File: config.mk
export PLATFORM = sky130hd
export DESIGN_NAME = uart_dbg_master
export DESIGN_NICKNAME = d
export VERILOG_FILES = /design/src/rtl/uart_dbg_pkg.sv /design/src/rtl/uart_dbg_tx_seq.sv /design/src/rtl/uart_dbg_master.sv
export SDC_FILE = /design/constraint.sdc
export NUM_CORES = 1
export LEC_CHECK = 0
export ABC_AREA = 0
export ABC_CLOCK_PERIOD_IN_PS = 1950
export BUFFER_PORTS_ARGS = -buffer_cell sky130_fd_sc_hd__buf_2
export CAP_MARGIN = 20
export CELL_PAD_IN_SITES_DETAIL_PLACEMENT = 0
export CELL_PAD_IN_SITES_GLOBAL_PLACEMENT = 1
export CORE_ASPECT_RATIO = 0.8
export CORE_MARGIN = 2
export CORE_UTILIZATION = 38
export CTS_BUF_LIST = sky130_fd_sc_hd__clkbuf_4
export DETAILED_ROUTE_END_ITERATION = 8
export PLACE_DENSITY_LB_ADDON = 0.1
export SLEW_MARGIN = 25
export SYNTH_ARGS = -nofsm -noshare
export SYNTH_HDL_FRONTEND = slang
export SYNTH_SLANG_ARGS = --single-unit
File: constraint.sdc
create_clock -name clk -period 1.95 [get_ports clk]
set_input_delay 0.2925 -clock clk [delete_from_list [all_inputs] [get_ports clk]]
set_output_delay 0.2925 -clock clk [all_outputs]
set_load 0.03 [all_outputs]
File: src/rtl/uart_dbg_pkg.sv
// Shared constants and types for the UART debug bus master.
// Holds command/response codes, FSM state encoding, frame lengths,
// the bus request payload and a byte-select helper.
package uart_dbg_pkg;

   localparam int unsigned ADDR_W  = 14;
   localparam int unsigned DATA_W  = 32;
   localparam int unsigned BYTE_W  = 8;
   localparam int unsigned STATE_W = 3;
   localparam int unsigned CNT_W   = 3;

   // Command and response bytes
   localparam logic [BYTE_W-1:0] CMD_WRITE = 8'h57;
   localparam logic [BYTE_W-1:0] CMD_READ  = 8'h52;
   localparam logic [BYTE_W-1:0] RSP_ACK   = 8'h06;
   localparam logic [BYTE_W-1:0] RSP_NAK   = 8'h15;

   // FSM state encoding
   localparam logic [STATE_W-1:0] ST_IDLE    = 3'd0;
   localparam logic [STATE_W-1:0] ST_ADDR    = 3'd1;
   localparam logic [STATE_W-1:0] ST_DATA    = 3'd2;
   localparam logic [STATE_W-1:0] ST_ACCESS  = 3'd3;
   localparam logic [STATE_W-1:0] ST_RD_WAIT = 3'd4;
   localparam logic [STATE_W-1:0] ST_TX      = 3'd5;

   // Payload bytes following the opcode
   localparam logic [CNT_W-1:0] ADDR_LEN       = 3'd2;
   localparam logic [CNT_W-1:0] WR_PAYLOAD_LEN = 3'd6;
   localparam logic [CNT_W-1:0] RD_PAYLOAD_LEN = 3'd2;

   // Registered bus request presented to the memory/MMIO mux
   typedef struct packed {
      logic [3:0]        we;
      logic [ADDR_W-1:0] addr;
      logic [DATA_W-1:0] din;
   } mem_req_t;

   // Little-endian byte select from a 32-bit word
   function automatic logic [BYTE_W-1:0] byte_of(input logic [DATA_W-1:0] word,
                                                 input logic [1:0]        idx);
      return BYTE_W'(word >> {idx, 3'b000});
   endfunction

endpackage

File: src/rtl/uart_dbg_tx_seq.sv
// Response byte sequencer: sends a 1- or 4-byte little-endian response
// over a valid/ready byte handshake.
// Ports:
//   clk, reset      clock, synchronous active-high reset
//   start           launch a response (ignored while busy)
//   word, four      response word; four=1 sends 4 bytes, else only word[7:0]
//   tx_valid/data   byte to uart, held stable until tx_ready
//   tx_ready        uart can accept
//   done_c          high in the cycle the final byte is accepted
module uart_dbg_tx_seq
   import uart_dbg_pkg::*;
(
   input  logic              clk,
   input  logic              reset,
   input  logic              start,
   input  logic [DATA_W-1:0] word,
   input  logic              four,
   input  logic              tx_ready,
   output logic              tx_valid,
   output logic [BYTE_W-1:0] tx_data,
   output logic              done_c
);

   logic [DATA_W-1:0] word_q, word_nxt;
   logic [1:0]        idx, idx_nxt;
   logic [1:0]        last, last_nxt;
   logic              valid_nxt;
   logic [BYTE_W-1:0] data_nxt;
   logic              fire;

   assign fire   = tx_valid && tx_ready;
   assign done_c = fire && (idx == last);

   // Next-state: load on start, advance one byte per accepted handshake
   always_comb begin
      word_nxt  = word_q;
      idx_nxt   = idx;
      last_nxt  = last;
      valid_nxt = tx_valid;
      data_nxt  = tx_data;
      if (!tx_valid) begin
         if (start) begin
            word_nxt  = word;
            idx_nxt   = 2'd0;
            last_nxt  = four ? 2'd3 : 2'd0;
            valid_nxt = 1'b1;
            data_nxt  = word[BYTE_W-1:0];
         end
      end else if (fire) begin
         if (idx == last) begin
            valid_nxt = 1'b0;
         end else begin
            idx_nxt  = idx + 2'd1;
            data_nxt = byte_of(word_q, idx + 2'd1);
         end
      end
   end

   // State register
   always_ff @(posedge clk) begin
      if (reset) begin
         word_q   <= '0;
         idx      <= '0;
         last     <= '0;
         tx_valid <= 1'b0;
         tx_data  <= '0;
      end else begin
         word_q   <= word_nxt;
         idx      <= idx_nxt;
         last     <= last_nxt;
         tx_valid <= valid_nxt;
         tx_data  <= data_nxt;
      end
   end

endmodule

File: src/rtl/uart_dbg_master.sv
// UART debug bus master: parses 'W'/'R' command frames from the uart,
// performs one 32-bit access on the shared memory bus while stalling the
// CPU, and returns ACK / read data / NAK bytes.
// Optional feature: define UART_DBG_TIMEOUT_EN to abandon partial frames
// after TIMEOUT_CYCLES idle cycles.
// Ports:
//   clk, reset             clock, synchronous active-high reset
//   rx_data/valid/ready    received byte handshake
//   tx_data/valid/ready    response byte handshake
//   mem_en/we/addr/din     single-cycle bus access request
//   mem_dout               read data, valid MEM_READ_LATENCY cycles after mem_en
//   cpu_stall              high while a command owns the bus
module uart_dbg_master
   import uart_dbg_pkg::*;
#(
   parameter int unsigned MEM_READ_LATENCY = 1,
   parameter int unsigned TIMEOUT_CYCLES   = 5_000_000
) (
   input  logic              clk,
   input  logic              reset,
   input  logic [BYTE_W-1:0] rx_data,
   input  logic              rx_valid,
   output logic              rx_ready,
   output logic [BYTE_W-1:0] tx_data,
   output logic              tx_valid,
   input  logic              tx_ready,
   output logic              mem_en,
   output logic [3:0]        mem_we,
   output logic [ADDR_W-1:0] mem_addr,
   output logic [DATA_W-1:0] mem_din,
   input  logic [DATA_W-1:0] mem_dout,
   output logic              cpu_stall
);

   localparam int unsigned LAT_W = (MEM_READ_LATENCY < 2) ? 1 : $clog2(MEM_READ_LATENCY + 1);

   logic [STATE_W-1:0] state, state_nxt;
   logic [CNT_W-1:0]   cnt, cnt_nxt;
   logic [CNT_W-1:0]   frame_len, cnt_inc;
   logic               is_wr, is_wr_nxt;
   logic [ADDR_W-1:0]  addr_q, addr_nxt;
   logic [DATA_W-1:0]  data_q, data_nxt;
   mem_req_t           req, req_nxt;
   logic               mem_en_nxt;
   logic               stall_nxt;
   logic               rx_ready_nxt;
   logic               rsp_start, rsp_start_nxt;
   logic [DATA_W-1:0]  rsp_word, rsp_word_nxt;
   logic               rsp_four, rsp_four_nxt;
   logic [LAT_W-1:0]   wait_cnt, wait_nxt;
   logic               rx_fire;
   logic               tx_done_c;

`ifdef UART_DBG_TIMEOUT_EN
   localparam logic [31:0] TO_LAST = 32'(TIMEOUT_CYCLES - 1);
   logic [31:0] to_cnt, to_cnt_nxt;
`endif

   assign rx_fire  = rx_valid && rx_ready;
   assign mem_we   = req.we;
   assign mem_addr = req.addr;
   assign mem_din  = req.din;

   // Next-state and registered-output logic
   always_comb begin
      state_nxt     = state;
      cnt_nxt       = cnt;
      is_wr_nxt     = is_wr;
      addr_nxt      = addr_q;
      data_nxt      = data_q;
      req_nxt       = req;
      req_nxt.we    = 4'h0;
      mem_en_nxt    = 1'b0;
      stall_nxt     = cpu_stall;
      rsp_start_nxt = 1'b0;
      rsp_word_nxt  = rsp_word;
      rsp_four_nxt  = rsp_four;
      wait_nxt      = wait_cnt;
      frame_len     = is_wr ? WR_PAYLOAD_LEN : RD_PAYLOAD_LEN;
      // never wraps: parks at the frame length
      cnt_inc       = (cnt == frame_len) ? cnt : cnt + 3'd1;
`ifdef UART_DBG_TIMEOUT_EN
      to_cnt_nxt    = '0;
`endif

      case (state)
         ST_IDLE: begin
            if (rx_fire) begin
               if (rx_data == CMD_WRITE || rx_data == CMD_READ) begin
                  is_wr_nxt = (rx_data == CMD_WRITE);
                  cnt_nxt   = '0;
                  stall_nxt = 1'b1;
                  state_nxt = ST_ADDR;
               end else begin
                  rsp_word_nxt  = {24'h0, RSP_NAK};
                  rsp_four_nxt  = 1'b0;
                  rsp_start_nxt = 1'b1;
                  state_nxt     = ST_TX;
               end
            end
         end

         ST_ADDR: begin
            if (rx_fire) begin
               cnt_nxt = cnt_inc;
               if (cnt != ADDR_LEN - 3'd1) begin
                  addr_nxt[7:0] = rx_data;
               end else begin
                  // A1[7:6] fall outside the 14-bit byte address
                  addr_nxt[ADDR_W-1:8] = rx_data[5:0];
                  if (is_wr) begin
                     state_nxt = ST_DATA;
                  end else begin
                     req_nxt.addr = {rx_data[5:0], addr_q[7:0]};
                     mem_en_nxt   = 1'b1;
                     state_nxt    = ST_ACCESS;
                  end
               end
            end
         end

         ST_DATA: begin
            if (rx_fire) begin
               cnt_nxt  = cnt_inc;
               // little-endian: each new byte enters at the top
               data_nxt = {rx_data, data_q[DATA_W-1:8]};
               if (cnt == WR_PAYLOAD_LEN - 3'd1) begin
                  req_nxt.addr = addr_q;
                  req_nxt.din  = {rx_data, data_q[DATA_W-1:8]};
                  req_nxt.we   = 4'hF;
                  mem_en_nxt   = 1'b1;
                  state_nxt    = ST_ACCESS;
               end
            end
         end

         ST_ACCESS: begin
            if (is_wr) begin
               rsp_word_nxt  = {24'h0, RSP_ACK};
               rsp_four_nxt  = 1'b0;
               rsp_start_nxt = 1'b1;
               state_nxt     = ST_TX;
            end else if (MEM_READ_LATENCY == 0) begin
               rsp_word_nxt  = mem_dout;
               rsp_four_nxt  = 1'b1;
               rsp_start_nxt = 1'b1;
               state_nxt     = ST_TX;
            end else begin
               wait_nxt  = LAT_W'(1);
               state_nxt = ST_RD_WAIT;
            end
         end

         ST_RD_WAIT: begin
            if (wait_cnt == LAT_W'(MEM_READ_LATENCY)) begin
               rsp_word_nxt  = mem_dout;
               rsp_four_nxt  = 1'b1;
               rsp_start_nxt = 1'b1;
               state_nxt     = ST_TX;
            end else begin
               wait_nxt = wait_cnt + LAT_W'(1);
            end
         end

         ST_TX: begin
            if (tx_done_c) begin
               state_nxt = ST_IDLE;
               stall_nxt = 1'b0;
            end
         end

         default: begin
            state_nxt = ST_IDLE;
            stall_nxt = 1'b0;
         end
      endcase

`ifdef UART_DBG_TIMEOUT_EN
      // silent abandon of a stalled partial frame
      if ((state == ST_ADDR || state == ST_DATA) && !rx_fire) begin
         if (to_cnt == TO_LAST) begin
            state_nxt = ST_IDLE;
            stall_nxt = 1'b0;
         end else begin
            to_cnt_nxt = to_cnt + 32'd1;
         end
      end
`endif

      rx_ready_nxt = (state_nxt == ST_IDLE) || (state_nxt == ST_ADDR) || (state_nxt == ST_DATA);
   end

   // State and output registers
   always_ff @(posedge clk) begin
      if (reset) begin
         state     <= ST_IDLE;
         cnt       <= '0;
         is_wr     <= 1'b0;
         addr_q    <= '0;
         data_q    <= '0;
         req       <= '0;
         mem_en    <= 1'b0;
         cpu_stall <= 1'b0;
         rx_ready  <= 1'b1;
         rsp_start <= 1'b0;
         rsp_word  <= '0;
         rsp_four  <= 1'b0;
         wait_cnt  <= '0;
`ifdef UART_DBG_TIMEOUT_EN
         to_cnt    <= '0;
`endif
      end else begin
         state     <= state_nxt;
         cnt       <= cnt_nxt;
         is_wr     <= is_wr_nxt;
         addr_q    <= addr_nxt;
         data_q    <= data_nxt;
         req       <= req_nxt;
         mem_en    <= mem_en_nxt;
         cpu_stall <= stall_nxt;
         rx_ready  <= rx_ready_nxt;
         rsp_start <= rsp_start_nxt;
         rsp_word  <= rsp_word_nxt;
         rsp_four  <= rsp_four_nxt;
         wait_cnt  <= wait_nxt;
`ifdef UART_DBG_TIMEOUT_EN
         to_cnt    <= to_cnt_nxt;
`endif
      end
   end

   uart_dbg_tx_seq u_tx_seq (
      .clk      (clk),
      .reset    (reset),
      .start    (rsp_start),
      .word     (rsp_word),
      .four     (rsp_four),
      .tx_ready (tx_ready),
      .tx_valid (tx_valid),
      .tx_data  (tx_data),
      .done_c   (tx_done_c)
   );

endmodule

==> flow_summary_export.csv <==
group,metric,value,unit
status,status,"complete, no violations",
synth,synth_most_common_cell,"nand2_1",
layout,syn_to_final_growth,21.8,%
detailed_routing,drt-initial-drc-count,345,
detailed_routing,detail-route-antenna-nets,0,
die,start_util,38.6,%
grt,track_usage,18.4,%
min_path,min_to,"mem_din[30]",
synth,ys_top_cells_by_area,"dfxtp_1 (52%), nand2_1 (11%), a21oi_1 (8.0%), a22o_1 (3.7%), mux2i_1 (3.6%)",
synth,yosys_warnings,0,
pwr,powerDensity,793,nW/µm²
die,rows,43,
sta,finalSetupViolations,0,
sta,drv_slew,0,
pwr,p_sw_share,27.9,%
sta,fmax,530,MHz
synth,ys_types,54,
clock_tree,cts_setup_buffers,0,
pwr,clockPowerShare,29.9,%
detailed_routing,dr.pass1.iters,4,
die,die_w,152,µm
grt,grt_max_degree,92,
sta,finClkSkew,16.5,ps
layout,nFillCells,1687,
critical_path,cp-start-kind,"input pin",
synth,netlist_area,6670,µm²
sta,fin_crit,1890,ps
pwr,power,6.44,mW
detailed_routing,post_drt_wl_per_cell,14.9,µm
synth,synth_ff_type,"dfxtp_1",
synth,synth.top_cell.area_share,52.2,%
synth,synth_xor_area_share,0.394,%
die,core,17300,µm²
synth,synth_cells,761,
placement,portBuffers,105,
min_path,worstHoldStart,"rx_data[6]",
grt,antenna_found_initial,1,
sta,finalHoldViolCount,0,
pwr,ir_drop,0.365,mV
clock_tree,cts_made_buffers,17,
grt,grt_pass1_vias,5122,
clock_tree,clockBufferDepth,2,
synth,synth_area_leader_cell,"dfxtp_1",
critical_path,rr_endpoint,"rx_ready",
layout,num-nets-final,938,
detailed_routing,post-route-drc-count,0,
detailed_routing,wl,16.8,mm
grt,grt.overflow.total,0,
synth,synth_top_family_by_area,"simple AND/OR/NAND/NOR gates",
layout,fin_util,47.0,%
placement,hpwl,11.7,mm
sta,max_slew_margin,52.9,%
sta,rsz0062_at_grt,"no",
grt,grt_pass1_wl,27.2,mm
critical_path,cp.required,2440,ps
job,max_cap_violations,0,
critical_path,worstPathArrival,2370,ps
detailed_routing,via_per_inst,4.99,
clock_tree,root_buffer,"clkbuf_4",
synth,synth_compound_area_share,16.4,%
clock_tree,path_clk_slew,130,ps
synth,yosys.area_share.simple,19.5,%
sta,hold_ws,55.0,ps
pwr,p_int,4.64,mW
clock_tree,insertion_delay,560,ps
synth,syn-num-nets,808,
synth,synth_mux_area_share,6.47,%
critical_path,worstPathMaxFanout,4,
clock_tree,htree_levels,4,
min_path,hold_class,"in2reg",
pwr,p_leak,3.14,nW
detailed_routing,dr_total_vias,5642,
clock_tree,clock-sinks,174,
sta,worst_pin_slew,699,ps
critical_path,worstReg2RegStart,"cnt[0]",
critical_path,reg2regPathDepth,6,
synth,ys_seq_elements,174,
pwr,combPwrFrac,12.4,%
layout,drive_above_1_share,21.6,%
synth,synth_enable_flop_cells,0,
pwr,switching_power,1.80,mW
sta,period_share,96.8,%
die,die_y,122,µm
critical_path,r2r_slack,120,ps
critical_path,path_class,"in2reg",
pwr,seq_power_share,57.6,%
clock_tree,cts_tree,"built",
critical_path,end_kind,"flip-flop",
synth,async_flop_share,0,%
synth,synthAdderAreaFrac,0.563,%
die,dieArea,18600,µm²
placement,place_congestion,0.790,
min_path,hold_path_depth,3,
synth,seq_area_frac_synth,52.2,%
die,io_pins,106,
synth,synth_area_per_cell,8.76,µm²
synth,synth_common_cells,"nand2_1 (200), dfxtp_1 (174), a21oi_1 (106), nor2_1 (53), clkbuf_1 (35)",
## per-stage QoR
| stage | TNS [ps] | std cells | instance area (µm²) | worst slack [ps] |
|---|---|---|---|---|
| finish | 0 | 1130 | 8120 | 63.3 |
| floorplan | 0 | 761 | 6670 | 5.54 |
| detailed placement | -10.1 | 1067 | 7550 | -10.1 |
| global route | 0 | 1130 | 8120 | 17.4 |
| global placement | 0 | 1067 | 7550 | 105 |
| CTS | 0 | 1129 | 8110 | 23.0 |
## worst max-delay path, cell delays in order
cell	delay [ps]
dlygate4sd3_1	530
buf_2	160
nor4b_4	330
nand4_2	160
a211o_1	360
or4_1	400
a21oi_1	140
## how the worst max path moves through the flow
| stage | start | to | slack (ps) | cells after the start |
|---|---|---|---|---|
| 2_1_floorplan | rx_ready | rsp_word[22] | 6 | 7 |
| 3_3_place_gp | rx_data[5] | cnt[2] | 110 | 6 |
| 3_5_place_dp | cnt[0] | rx_ready | -10 | 6 |
| 4_1_cts | cnt[0] | rx_ready | 20 | 6 |
| 5_1_grt | cnt[0] | rx_ready | 20 | 6 |
| 6_report | rx_data[7] | cnt[2] | 60 | 7 |
## state kept, by name, summed over array words and instances, names as in the netlist, 2 cells and up
signal	count
mem_din	32
rsp_word	32
u_tx_seq.word_q	32
data_q	24
addr_q	14
mem_addr	14
u_tx_seq.tx_data	8
cnt	3
state	3
u_tx_seq.idx	2
## routing by layer
layer  track usage [%]  vias up  share of wire (%)
met5                 0        -                  0
met1              28.1     2663                 54
met3              3.32       13                3.8
li1                  -     2861                  -
met2              25.9      105                 41
met4              6.19        0                1.2
## cell families after synthesis
kind of cell | Yosys count
DFF | 174
muxes | 33
buffers and inverters | 68
adders and majority gates | 3
and+or+nand+nor | 306
AOI/OAI and AO/OA | 174
xor gates and xnor gates | 3
## what timing repair did
action	4_1_cts	5_1_grt
hold endpoints to repair	31	0
resized for setup	1	1
endpoints found under the setup margin	1	1
hold buffers	30	0
## power by group through the flow
stage | sequential (mW) | combinational [mW] | clock, mW
floorplan | 3.83 | 0.427 | 0
global placement | 3.79 | 0.748 | 0
detailed placement | 3.79 | 0.754 | 0
CTS | 3.71 | 0.803 | 2.00
global route | 3.73 | 0.877 | 2.17
finish | 3.71 | 0.802 | 1.93
## area by class of cell
class | instances | area [µm²] | share of cell area, %
Sequential cell | 174 | 3480 | 42.9
Multi-Input combinational cell | 519 | 2900 | 35.8
Timing Repair Buffer | 171 | 1160 | 14.3
Tap cell | 225 | 282 | 3.47
Clock buffer | 19 | 143 | 1.76
Clock inverter | 13 | 116 | 1.43
Inverter | 8 | 30.0 | 0.370
Antenna cell | 1 | 2.50 | 0.0308
## cell usage in the layout (no fill, tap or decap), types with 5 or more instances in the layout
cell type / Yosys / final
dlygate4sd3_1: 0 / 30
clkbuf_4: 0 / 19
buf_2: 16 / 104
buf_12: 0 / 5
nor3_1: 12 / 12
o21ai_0: 7 / 7
a211oi_1: 11 / 11
mux4_2: 8 / 8
nor2_1: 53 / 50
nand3_1: 12 / 12
buf_4: 4 / 32
mux2i_1: 24 / 24
dfxtp_1: 174 / 174
nand2b_1: 5 / 5
inv_1: 8 / 8
a221oi_1: 6 / 6
a22o_1: 28 / 28
a21oi_1: 106 / 106
nand2_1: 200 / 200
(Power assumes the default switching activity.)
